<file path="src/rtl/interp_pkg.sv">
// Shared types and defaults for the Farrow interpolator controller.
// Holds the control state encoding, delay-line fill depth and default widths.
package interp_pkg;

    typedef enum logic [1:0] {
        IDLE = 2'd0,
        FILL = 2'd1,
        RUN  = 2'd2
    } state_t;

    localparam int FILL_DEPTH      = 4;
    localparam int DEF_DATA_WIDTH  = 19;
    localparam int DEF_MU_WIDTH    = 16;
    localparam int DEF_STEP_WIDTH  = DEF_MU_WIDTH + 2;

endpackage

</file>
<file path="src/rtl/interp_ctrl_if.sv">
// Sample/output handshake bundle between a source, the interpolator
// controller and the Farrow datapath.
interface interp_ctrl_if
    import interp_pkg::*;
#(
    parameter int DATA_WIDTH = DEF_DATA_WIDTH,
    parameter int MU_WIDTH   = DEF_MU_WIDTH,
    parameter int STEP_WIDTH = MU_WIDTH + 2
);
    logic                  enable;
    logic [STEP_WIDTH-1:0] step;
    logic                  in_valid;
    logic [DATA_WIDTH-1:0] in_data;
    logic                  in_ready;
    logic                  load_new_x;
    logic [DATA_WIDTH-1:0] x_in;
    logic                  out_valid;
    logic                  out_ready;
    logic [MU_WIDTH-1:0]   mu;

    modport master (
        output enable, step, in_valid, in_data, out_ready,
        input  in_ready, load_new_x, x_in, out_valid, mu
    );

    modport slave (
        input  enable, step, in_valid, in_data, out_ready,
        output in_ready, load_new_x, x_in, out_valid, mu
    );

endinterface

</file>
<file path="src/rtl/interp_phase_acc.sv">
// Fractional-interval accumulator: adds step to mu on an output advance
// and splits the sum into the new mu and the number of samples to fetch.
module interp_phase_acc #(
    parameter int MU_WIDTH   = 16,
    parameter int STEP_WIDTH = MU_WIDTH + 2
) (
    input  logic [MU_WIDTH-1:0]            i_mu,
    input  logic [STEP_WIDTH-1:0]          i_step,
    input  logic                           i_adv,
    output logic [MU_WIDTH-1:0]            o_mu,
    output logic [STEP_WIDTH-MU_WIDTH:0]   o_pend
);

    logic [STEP_WIDTH:0] w_sum;

    assign w_sum  = {1'b0, i_step} + (STEP_WIDTH+1)'(i_mu);
    assign o_mu   = i_adv ? w_sum[MU_WIDTH-1:0] : i_mu;
    assign o_pend = i_adv ? w_sum[STEP_WIDTH:MU_WIDTH] : '0;

endmodule

</file>
<file path="src/rtl/interp_ctrl.sv">
// Farrow interpolator control: fills the delay line, then trades sample
// loads against output strobes. Optional counters via INTERP_CTRL_STATUS_EN.
module interp_ctrl
    import interp_pkg::*;
#(
    parameter int DATA_WIDTH = DEF_DATA_WIDTH,
    parameter int MU_WIDTH   = DEF_MU_WIDTH,
    parameter int STEP_WIDTH = MU_WIDTH + 2
) (
    input  logic          clk,
    input  logic          rst,
    interp_ctrl_if.slave  bus
`ifdef INTERP_CTRL_STATUS_EN
    ,
    output logic [15:0]   out_cnt,
    output logic [15:0]   stall_cnt
`endif
);

    localparam int PW = STEP_WIDTH - MU_WIDTH + 1;

    state_t                r_state;
    state_t                w_state_nxt;
    logic [PW-1:0]         r_pend;
    logic [PW-1:0]         w_pend_nxt;
    logic [MU_WIDTH-1:0]   r_mu;
    logic [MU_WIDTH-1:0]   w_mu_nxt;
    logic                  w_in_ready;
    logic                  w_out_valid;
    logic                  w_adv;
    logic [MU_WIDTH-1:0]   w_acc_mu;
    logic [PW-1:0]         w_acc_pend;
    logic [DATA_WIDTH-1:0] w_x;

    assign w_adv = w_out_valid && bus.out_ready;

    interp_phase_acc #(
        .MU_WIDTH   (MU_WIDTH),
        .STEP_WIDTH (STEP_WIDTH)
    ) u_acc (
        .i_mu   (r_mu),
        .i_step (bus.step),
        .i_adv  (w_adv),
        .o_mu   (w_acc_mu),
        .o_pend (w_acc_pend)
    );

    always_ff @(posedge clk or posedge rst) begin
        if (rst) begin
            r_state <= IDLE;
            r_pend  <= '0;
            r_mu    <= '0;
        end else begin
            r_state <= w_state_nxt;
            r_pend  <= w_pend_nxt;
            r_mu    <= w_mu_nxt;
        end
    end

    always_comb begin
        w_state_nxt = r_state;
        w_pend_nxt  = r_pend;
        w_mu_nxt    = r_mu;
        w_in_ready  = 1'b0;
        w_out_valid = 1'b0;
        unique case (r_state)
            IDLE: begin
                if (bus.enable) begin
                    w_state_nxt = FILL;
                    w_pend_nxt  = PW'(FILL_DEPTH);
                    w_mu_nxt    = '0;
                end
            end
            FILL: begin
                w_in_ready = 1'b1;
                if (bus.in_valid) begin
                    w_pend_nxt = r_pend - 1'b1;
                    if (r_pend == PW'(1))
                        w_state_nxt = RUN;
                end
            end
            RUN: begin
                if (r_pend == '0) begin
                    w_out_valid = 1'b1;
                    if (bus.out_ready) begin
                        w_mu_nxt   = w_acc_mu;
                        w_pend_nxt = w_acc_pend;
                    end
                end else begin
                    w_in_ready = 1'b1;
                    if (bus.in_valid)
                        w_pend_nxt = r_pend - 1'b1;
                end
            end
            default: begin
                w_state_nxt = IDLE;
                w_pend_nxt  = '0;
                w_mu_nxt    = '0;
            end
        endcase
        // Dropping enable kills both handshakes in the same cycle
        if (!bus.enable) begin
            w_state_nxt = IDLE;
            w_pend_nxt  = '0;
            w_mu_nxt    = '0;
            w_in_ready  = 1'b0;
            w_out_valid = 1'b0;
        end
    end

    assign w_x            = bus.in_data;
    assign bus.x_in       = w_x;
    assign bus.in_ready   = w_in_ready;
    assign bus.out_valid  = w_out_valid;
    assign bus.load_new_x = bus.in_valid && w_in_ready;
    assign bus.mu         = r_mu;

`ifdef INTERP_CTRL_STATUS_EN
    logic [15:0] r_out_cnt;
    logic [15:0] r_stall_cnt;

    always_ff @(posedge clk or posedge rst) begin
        if (rst) begin
            r_out_cnt   <= '0;
            r_stall_cnt <= '0;
        end else if (w_state_nxt == IDLE) begin
            r_out_cnt   <= '0;
            r_stall_cnt <= '0;
        end else begin
            if (w_adv)
                r_out_cnt <= r_out_cnt + 16'd1;
            if (w_in_ready && !bus.in_valid && r_stall_cnt != 16'hFFFF)
                r_stall_cnt <= r_stall_cnt + 16'd1;
        end
    end

    assign out_cnt   = r_out_cnt;
    assign stall_cnt = r_stall_cnt;
`endif

endmodule

</file>
<file path="src/flat_wrapper.sv">
// flat-port wrapper written by rule: the top's interface ports become plain ports
module interp_ctrl_flat import interp_pkg::*;
#(
    parameter int DATA_WIDTH = DEF_DATA_WIDTH,
    parameter int MU_WIDTH   = DEF_MU_WIDTH,
    parameter int STEP_WIDTH = MU_WIDTH + 2
)
  (clk, rst, bus_enable, bus_step, bus_in_valid, bus_in_data, bus_out_ready, bus_in_ready, bus_load_new_x, bus_x_in, bus_out_valid, bus_mu);
  interp_ctrl_if #(.DATA_WIDTH(DATA_WIDTH), .MU_WIDTH(MU_WIDTH), .STEP_WIDTH(STEP_WIDTH)) bus_i ();
  input  logic clk;
  input  logic rst;
  input wire logic [$bits(bus_i.enable)-1:0] bus_enable;
  input wire logic [$bits(bus_i.step)-1:0] bus_step;
  input wire logic [$bits(bus_i.in_valid)-1:0] bus_in_valid;
  input wire logic [$bits(bus_i.in_data)-1:0] bus_in_data;
  input wire logic [$bits(bus_i.out_ready)-1:0] bus_out_ready;
  output wire logic [$bits(bus_i.in_ready)-1:0] bus_in_ready;
  output wire logic [$bits(bus_i.load_new_x)-1:0] bus_load_new_x;
  output wire logic [$bits(bus_i.x_in)-1:0] bus_x_in;
  output wire logic [$bits(bus_i.out_valid)-1:0] bus_out_valid;
  output wire logic [$bits(bus_i.mu)-1:0] bus_mu;
  assign bus_i.enable = bus_enable;
  assign bus_i.step = bus_step;
  assign bus_i.in_valid = bus_in_valid;
  assign bus_i.in_data = bus_in_data;
  assign bus_i.out_ready = bus_out_ready;
  assign bus_in_ready = bus_i.in_ready;
  assign bus_load_new_x = bus_i.load_new_x;
  assign bus_x_in = bus_i.x_in;
  assign bus_out_valid = bus_i.out_valid;
  assign bus_mu = bus_i.mu;
  interp_ctrl #(.DATA_WIDTH(DATA_WIDTH), .MU_WIDTH(MU_WIDTH), .STEP_WIDTH(STEP_WIDTH)) u_core (.clk(clk), .rst(rst), .bus(bus_i));
endmodule
</file>
<file path="config.mk">
export PLATFORM = sky130hd
export DESIGN_NAME = interp_ctrl_flat
export DESIGN_NICKNAME = d
export VERILOG_FILES = /design/src/rtl/interp_pkg.sv /design/src/rtl/interp_ctrl_if.sv /design/src/rtl/interp_phase_acc.sv /design/src/rtl/interp_ctrl.sv /design/src/flat_wrapper.sv
export SDC_FILE = /design/constraint.sdc
export NUM_CORES = 1
export LEC_CHECK = 0
export BUFFER_PORTS_ARGS = -buffer_cell sky130_fd_sc_hd__buf_2
export CELL_PAD_IN_SITES_DETAIL_PLACEMENT = 0
export CELL_PAD_IN_SITES_GLOBAL_PLACEMENT = 1
export CORE_AREA = 2 2 102 104
export CTS_CLUSTER_SIZE = 20
export DETAILED_ROUTE_END_ITERATION = 10
export DIE_AREA = 0 0 104 106
export PLACE_DENSITY_LB_ADDON = 0.2
export SETUP_SLACK_MARGIN = 0.05
export SYNTH_ARGS = -nofsm -noshare
export SYNTH_HDL_FRONTEND = slang
export SYNTH_HIERARCHICAL = 1
export SYNTH_SLANG_ARGS = --single-unit
</file>
<file path="constraint.sdc">
create_clock -name clk -period 2.8 [get_ports clk]
set_input_delay 0.56 -clock clk [delete_from_list [all_inputs] [get_ports clk]]
set_output_delay 0.56 -clock clk [all_outputs]
set_load 0.05 [all_outputs]
</file>
Word level (Yosys, flattened, before mapping)
Index checks and enable logic that the tools add are counted.
{"block": "totals", "output_inout_bits": 38, "inputBits": 42, "word_cells": 43, "register_bits": 21}
{"block": "classes", "reduce_logical": 6, "mux": 21, "eq_ne": 11, "addsub": 2}
{"operator": "$mux W16", "n": 4}
{"operator": "$pmux W16 S2", "n": 1}
{"operator": "$add A18 B16 Y19", "n": 1}
{"operator": "$mux W3", "n": 5}
{"operator": "$ne A3 B3 Y1 const B", "n": 3}
{"operator": "$pmux W3 S3", "n": 1}
{"operator": "$mux W2", "n": 3}
{"operator": "$ne A3 B2 Y1 const B", "n": 2}
{"operator": "$pmux W2 S3", "n": 1}
{"operator": "$mux W1", "n": 5}
{"operator": "$ne A2 B2 Y1 const B", "n": 2}
{"operator": "$ne A4 B4 Y1 const B", "n": 1}
{"operator": "$reduce_and A4 Y1", "n": 1}
{"operator": "$eq A3 B1 Y1 const B", "n": 1}
{"operator": "$logic_not A3 Y1", "n": 1}
{"operator": "$reduce_and A3 Y1", "n": 1}
{"operator": "$sub A3 B1 Y3 const B", "n": 1}
{"operator": "$eq A2 B1 Y1 const B", "n": 1}
{"operator": "$eq A2 B2 Y1 const B", "n": 1}
{"operator": "$logic_and A1 B1 Y1", "n": 2}
{"operator": "$logic_not A2 Y1", "n": 1}
{"operator": "$pmux W1 S2", "n": 1}

Logic depth before layout (Yosys ltp)
Gate-level depths: netlist (run 1).
{"block": "depth", "depth_word": 10, "depth_mapped": 13, "mapped_depth_nobuf": 11}

Modules after synthesis
Netlist (run 1), hierarchy kept.
{"mod": "interp_ctrl", "area_per_inst_um2": 1350.0, "cells_per_inst": 133, "seq_area_each_um2": 525.5, "instances": 1}
{"mod": "interp_phase_acc", "area_per_inst_um2": 1096.1, "cells_per_inst": 158, "seq_area_each_um2": 0.0, "instances": 1}

Worst setup path before layout (run 1)
OpenSTA, ideal clock, no wires.
{"block": "synth_path", "path_type": "reg2reg", "from": "register u_core.r_mu[0], in the netlist u_core/bus.mu[0]", "to": "register u_core.r_mu[12], in the netlist u_core/bus.mu[12]", "arrival_ns": 2.665, "synth_period_minus_slack_ns": 2.748, "path_buffers": 0, "required_time_ns": 2.717, "stages_incl_launch_ff": 12, "slack_ns": 0.052, "setup_ns": 0.083, "path_cell_list": "dfrtp_1 ha_1 inv_1 fa_1 nand2b_1 a21oi_2 o21ai_2 or4_1 nand3_1 nor3b_1 a21oi_1 o21ai_0"}
{"block": "synth_via", "elab_chain_cells": 6}
{"element": "from (decl)", "line_no": "interp_ctrl.sv:26", "text": "logic [MU_WIDTH-1:0] r_mu;"}
{"element": "from (signal assigned)", "line_no": "interp_ctrl.sv:56", "text": "r_mu <= w_mu_nxt;"}
{"element": "$add A18 B16 Y19", "line_no": "interp_phase_acc.sv:16", "text": "assign w_sum = {1'b0, i_step} + (STEP_WIDTH+1)'(i_mu);"}
{"element": "$mux W16", "line_no": "interp_phase_acc.sv:17", "text": "assign o_mu = i_adv ? w_sum[MU_WIDTH-1:0] : i_mu;"}
{"element": "via u_core.w_acc_mu[12]", "line_no": "interp_ctrl.sv:31", "text": "logic [MU_WIDTH-1:0] w_acc_mu;"}
{"element": "$mux W16", "line_no": "interp_ctrl.sv:85", "text": "if (bus.out_ready) begin"}
{"element": "$mux W16", "line_no": "interp_ctrl.sv:83", "text": "if (r_pend == '0) begin"}
{"element": "$pmux W16 S2", "line_no": "interp_ctrl.sv:66", "text": "unique case (r_state)"}
{"element": "$mux W16", "line_no": "interp_ctrl.sv:102", "text": "if (!bus.enable) begin"}
The timed path passes the listed nets, and every way through them passes these cells. The select of a mux whose other input is x is not followed.
A chain may end at the register's enable or synchronous reset.

Worst setup path in the final report (run 1)
{"block": "layout_path", "from": "register u_core.r_mu[0], in the netlist u_core/bus.mu[0]", "to": "register u_core.r_pend[2]"}
{"block": "layout_via", "elab_chain_cells": 6}
{"element": "$add A18 B16 Y19", "line_no": "interp_phase_acc.sv:16"}
{"element": "$mux W3", "line_no": "interp_phase_acc.sv:18", "text": "assign o_pend = i_adv ? w_sum[STEP_WIDTH:MU_WIDTH] : '0;"}
{"element": "via u_core.w_acc_pend[2]", "line_no": "interp_ctrl.sv:32", "text": "logic [PW-1:0] w_acc_pend;"}
{"element": "$mux W3", "line_no": "interp_ctrl.sv:85"}
{"element": "$mux W3", "line_no": "interp_ctrl.sv:83"}
{"element": "$pmux W3 S3", "line_no": "interp_ctrl.sv:66"}
{"element": "$mux W3", "line_no": "interp_ctrl.sv:102"}
{"element": "to (signal assigned)", "line_no": "interp_ctrl.sv:55", "text": "r_pend <= w_pend_nxt;"}
{"element": "to (decl)", "line_no": "interp_ctrl.sv:24", "text": "logic [PW-1:0] r_pend;"}
The timed path passes the listed nets, and every way through them passes these cells. The select of a mux whose other input is x is not followed.

==> results_dict.tcl, run 1 <==
set metrics [dict create \
    cts_buffers 3 \
    worstSetupEndpointType "register" \
    clockPowerShare 0.216 \
    fin_tns_setup_ps 0 \
    cts_tree "built" \
    post_cts_buffers 0 \
    p_sw_mw 0.423 \
    fillers 1134 \
    grt_antenna_before_repair 0 \
    slowest_stage "o31ai_1" \
    synth_fp_nets 358 \
    antennaDiodeCount 0 \
    finClkSkew_ps 12.0 \
    power_switching_share 0.418 \
    clk_latency_ps 270 \
    critPathMaxFanout 4 \
    avgViaCountPerCell 4.79 \
    ys_warn_count 6 \
    htreeDepth 1 \
    initial_core_util 0.245 \
    grt_pass1_wl_um 11700 \
    critPathKind "reg -> reg" \
    avgRoutedWirePerCell_um 15.7 \
    worstSetupStartpointType "register" \
    synth_seq_cells 21 \
    p_leak_nw 1.30 \
    hold_path.class "in -> async" \
    rsz0062_at_grt "false" \
    clk_pin_slew_worst_paths_ps 100 \
    ir_drop_mv 0.147 \
    dieArea_mm2 0.0110 \
    die_w_um 104 \
    outcome "completed" \
    mostFrequentLayoutCells "buf_2, nand2_1, a21oi_1, ha_1, dfrtp_1" \
    final-hold-violation-count 0 \
    power.total_mw 1.01 \
    drtIter0Drc 58 \
    die_y_um 106 \
    layout_commonest_cell "buf_2" \
    reg2reg_from "u_core/bus.mu[0]$_DFFE_PP0P_" \
    min_period_ps 2560 \
    grt_max_degree 27 \
    syn_avg_cell_area_um2 8.41 \
    pwr-share-seq 0.347 \
    setup_viol 0 \
    max-clock-path-buffers 2 \
    p_int_mw 0.588 \
    synth_ff_type "dfrtp_1" \
    critPathLaunch "u_core/bus.mu[0]$_DFFE_PP0P_" \
    multi_input_area_mm2 0.00165 \
    postRouteAntennaNets 0 \
    vias 2188 \
    gp_congestion 0.790 \
    drive_above_1_share 0.262 \
    firstDrtPassIters 4 \
    synth_area_mm2 0.00245 \
    grt_pass1_vias 2191 \
    cp_slowest_stage_delay_ps 400 \
    postSynth.asyncResetShare 1.00 \
    nets 389 \
    hpwl_um 5580 \
    globalRouteOverflowTotal 0 \
    yosysSeqAreaShare 0.215 \
    cts_resized 0 \
    grt_usage 0.132 \
    r2r_cells 11 \
    cellPowerDensity_mw_per_mm2 365 \
    worst_slew_pin_slew_ps 948 \
    root_buffer "clkbuf_8" \
    io_buffers 41 \
    wirelength_um 7180 \
    drc 0 \
    synth_edf_count 0 \
    cp_cell_sequence "ha_1, inv_1, fa_1, nand2b_1, a21oi_2, o21ai_2, o31ai_1, and4_1, nand2_1, o221ai_1, and2_1" \
    max-cap-violations 0 \
    fin_crit_sh 0.914 \
    arrival_ps 2780 \
    seq_area_um2 526 \
    syn_inst 291 \
    maxSlewViolCount 0 \
    areaGrowthSynthToFinish_pct 13.4 \
    crit_required_ps 3020 \
    synth_cell_type_count 59 \
    timing.slew.headroom 0.367 \
    holdBufCountCts 0 \
    io-pin-count 80 \
    dp_slack_ps -9.44 \
    combPwrFrac 0.437 \
    fmax_ghz 0.391 \
    setup_slack_ps 240 \
    rows 37 \
    cts.sinks 21 \
    coreArea_mm2 0.0100 \
]
## power groups by stage
stage / registers, mW / logic, mW / clock network [mW]
after floorplan: 0.351 / 0.421 / 0
after global placement: 0.358 / 0.452 / 0
after detailed placement: 0.357 / 0.449 / 0
after CTS: 0.352 / 0.450 / 0.233
after global routing: 0.356 / 0.496 / 0.240
final: 0.351 / 0.441 / 0.218
## layer usage
metal  up-vias  share of wire  GRT usage
met4         0          0.014     0.0357
met3         4          0.038     0.0184
met5         -              0          0
met2        45           0.47      0.229
li1       1097              -          -
met1      1042           0.48      0.171
## final cells by class
type | count | area share
timing repair buffer | 57 | 0.122
sequential | 21 | 0.190
multi-input combinational | 227 | 0.595
clock buffer | 4 | 0.0162
tap | 136 | 0.0614
inverter | 12 | 0.0162
## worst max-delay path: cells and delay by family, from the launching register on
family,cells,cell delay [ps]
compound gates,4,860
buf+inv,1,50
fa+ha+maj,2,560
flops,1,390
simple gates,4,630
## registers in the layout (all words and copies together) (netlist names)
register	cells
u_core/r_pend	3
u_core/bus.mu	16
u_core/r_state	2
## cell families (layout without fill, tap and decap cells)
group | Yosys count | after routing | share of synthesized area
DFF | 21 | 21 | 0.215
buffers and inverters | 43 | 73 | 0.113
xor gates and xnor gates | 10 | 10 | 0.0358
muxes | 12 | 12 | 0.0537
AOI/OAI and AO/OA | 86 | 86 | 0.237
and+or+nand+nor | 94 | 94 | 0.215
adders and majority gates | 25 | 25 | 0.131
## worst paths after layout
| kind | end | slack, ps |
|---|---|---|
| min in group clk | u_core/bus.mu[5]$_DFFE_PP0P_ | 560 |
| worst max-delay path | u_core/r_pend[2]$_DFFE_PP0P_ | 240 |
| worst max register to register | u_core/r_pend[2]$_DFFE_PP0P_ | 240 |
| worst min-delay path | u_core/r_state[1]$_DFFE_PP0P_ | 490 |
| worst min register to register | u_core/bus.mu[5]$_DFFE_PP0P_ | 560 |
| max in group asynchronous | u_core/bus.mu[8]$_DFFE_PP0P_ | 1730 |
## synthesized netlist by cell type, drive strengths merged, types with 2 or more instances
library cell  count  area (µm²)
a21o              7        52.6
ha               24         300
a31oi             4        25.0
nand2            31         119
o21ai            20         108
xnor2             6        52.6
buf              25         206
inv              12        45.0
clkbuf            6        25.0
nor3              4        20.0
nand3b            4        42.5
a22oi             2        20.0
nand3             8        40.0
a31o              2        17.5
xor2              4        35.0
a211oi            2        15.0
a211o             2        17.5
dfrtp            21         526
a22o              9        78.8
nor2             16        60.1
nor3b             8        65.1
a21oi            25         129
and2              3        21.3
o211ai            4        35.0
nand2b            8        57.6
mux2              9         101
mux2i             3        30.0
nand4             5        31.3
## metrics by stage
step	area [µm²]	util	instances	hold slack, ps
floorplan	2450	-	291	537
global placement	2730	0.273	453	543
detailed placement	2730	0.273	453	540
CTS	2770	0.277	457	530
global route	2770	0.277	457	551
finish	2770	0.277	457	491
Power figures use the tool's default switching activity.
==> run 2, diff against run 1 <==
Settings changed: ABC_AREA set to 1, CORE_AREA 2 2 102 104 to 2 2 106 108, DIE_AREA 0 0 104 106 to 0 0 108 110.
==> run 2 against run 1 <==
  * First-iteration DRC count increased by 48%
  * Highest routed layer unchanged
  * Synthesized cell count up 43%
  * Clock skew fell by 4.9 ps
  * Clock power up 7%
  * Largest power group unchanged
  * Worst hold slack worse by 190 ps
  * Sequential power grew 1%
  * Final area up 3.7%
  * Via count rose by 14%
  * Critical path depth decreased by 3
  * Largest cell class unchanged
==> results_dict.tcl, run 2 <==
set metrics [dict create \
    synth_edf_count 0 \
    clk_pin_slew_worst_paths_ps 100 \
    critPathKind "reg -> out" \
    timing.slew.headroom 0.676 \
    synth_ff_type "dfrtp_1" \
    p_leak_nw 1.63 \
    grt_pass1_wl_um 12400 \
    cts_tree "built" \
    hpwl_um 5980 \
    synth_common_cells "nand2_1, inv_1, ha_1" \
    synth_area_mm2 0.00264 \
    r2r_slack_ps 620 \
    fin_tns_setup_ps 0 \
    rsz0062_at_grt "false" \
    grt_usage 0.133 \
    critical_path_buf_inv_count 2 \
    reg2reg_from "u_core/bus.mu[0]$_DFFE_PP0P_" \
    cts_resized 0 \
    gp_congestion 0.795 \
    max-clock-path-buffers 2 \
    min_period_ps 2490 \
    nets 504 \
    routed-wl-met2_um 3550 \
    seq_area_um2 526 \
    syn_avg_cell_area_um2 6.37 \
    worst_slew_pin_slew_ps 486 \
    die_w_um 108 \
    r2r_cells 14 \
    max-cap-violations 0 \
    postRouteAntennaNets 0 \
    root_buffer "clkbuf_8" \
    setup_viol 0 \
    avgViaCountPerCell 4.32 \
    cp_cell_sequence "inv_1, ha_1, nand2_1, nand2_1, nand2_1, nand2_1, nor3_1, buf_2" \
    fin_cells 576 \
    yosysSeqAreaShare 0.199 \
    ys_warn_count 6 \
    worstSetupEndpointType "output pin" \
    drive_above_1_share 0.190 \
    mostFrequentLayoutCells "nand2_1, inv_1, buf_2, ha_1, nand3_1" \
    routed.top_layer "met4" \
    cts_buffers 3 \
    hold_path.class "in -> async" \
    globalRouteOverflowTotal 0 \
    fmax_ghz 0.401 \
    cts.sinks 21 \
    die_y_um 110 \
    ir_drop_mv 0.383 \
    maxSlewViolCount 0 \
    yosys.area.top_type "nand2_1" \
    power.total_mw 1.05 \
    grt_pass1_vias 2480 \
    cp_slowest_stage_delay_ps 440 \
    antennaDiodeCount 0 \
    clk_latency_ps 290 \
    syn_inst 415 \
    layout_commonest_cell "nand2_1" \
    worstSetupStartpointType "register" \
    drc 0 \
    yosysMostFrequentCell "nand2_1" \
    place_inst 572 \
    synth_cell_type_count 30 \
    utilization 0.269 \
    drtIter0Drc 86 \
    critPathMaxFanout 6 \
    avgRoutedWirePerCell_um 13.0 \
    post-synth-top-area-fraction 0.237 \
    areaGrowthSynthToFinish_pct 8.81 \
    crit_required_ps 2240 \
    grt_max_degree 33 \
    dp_slack_ps 376 \
    grt_antenna_before_repair 0 \
    setup_slack_ps 307 \
    synth_fp_nets 482 \
    yosys-top-cells-area "nand2_1, dfrtp_1, ha_1" \
    holdBufCountCts 0 \
    vias 2486 \
    multi_input_area_mm2 0.00168 \
    slowest_stage "dfrtp_1" \
    io-pin-count 80 \
    met1_length_um 3540 \
    finClkSkew_ps 7.15 \
    arrival_ps 1930 \
    post_cts_buffers 0 \
    rows 38 \
    fillers 1255 \
    crit_family "simple AND/OR/NAND/NOR gates" \
    cellPowerDensity_mw_per_mm2 364 \
    wirelength_um 7490 \
    postSynth.asyncResetShare 1.00 \
    final-hold-violation-count 0 \
    initial_core_util 0.247 \
    largest_reg_flops 16 \
    fin_crit_sh 0.890 \
    reg2reg_to "u_core/r_pend[2]$_DFFE_PP0P_" \
    wl_met3_um 286 \
    outcome "completed" \
    io_buffers 41 \
    critPathMostFrequentCell "nand2_1" \
    coreArea_mm2 0.0107 \
    synth_seq_cells 21 \
    dieArea_mm2 0.0119 \
    firstDrtPassIters 4 \
    htreeDepth 1 \
]
==> run 2: report_power, final <==
group / switching [mW] / internal, mW
Sequential: 0.0285 / 0.327
Combinational: 0.329 / 0.127
Clock: 0.133 / 0.100
==> run 2: metrics by stage <==
step	cell area [µm²]	hold slack (ps)
2_1_floorplan	2640	471
3_3_place_gp	2830	527
3_5_place_dp	2830	536
4_1_cts	2880	309
5_1_grt	2880	333
6_report	2880	302
==> run 2: per-layer routing <==
metal | vias to the layer above | GRT usage
met5 | - | 0
met4 | 0 | 0.0357
met3 | 9 | 0.0218
met2 | 45 | 0.228
met1 | 1107 | 0.175
li1 | 1325 | -
==> run 2: cell families after synthesis <==
group / Yosys count / synth area share
compound gates: 44 / 0.107
xor+xnor: 6 / 0.0199
fa+ha+maj: 25 / 0.121
buf+inv: 84 / 0.165
flops: 21 / 0.199
simple gates: 235 / 0.388
==> run 2: layout make-up <==
cell class	count	share of cell area
multi-input cells	310	0.585
flip-flops and latches	21	0.183
repair buffers	44	0.0792
inverters	57	0.0762
well taps	140	0.0609
clock buffers	3	0.0144
clock inverters	1	0.00174
==> run 2: how the worst max path moves through the flow <==
stage / from / to / slack, ps / cells past startpoint
after floorplan: u_core/r_pend[0]$_DFFE_PP0P_ / bus_load_new_x / 180 / 7
after global placement: bus_step[0] / u_core/r_pend[2]$_DFFE_PP0P_ / 390 / 15
after detailed placement: bus_step[0] / u_core/r_pend[2]$_DFFE_PP0P_ / 380 / 15
after CTS: u_core/r_pend[0]$_DFFE_PP0P_ / bus_load_new_x / 280 / 8
after global routing: u_core/r_pend[0]$_DFFE_PP0P_ / bus_load_new_x / 80 / 8
final: u_core/r_pend[0]$_DFFE_PP0P_ / bus_load_new_x / 310 / 8
==> run 2: tightest hold or removal path, delay by kind of cell <==
kind / cells / cell delay, ps
buffers and inverters: 3 / 430
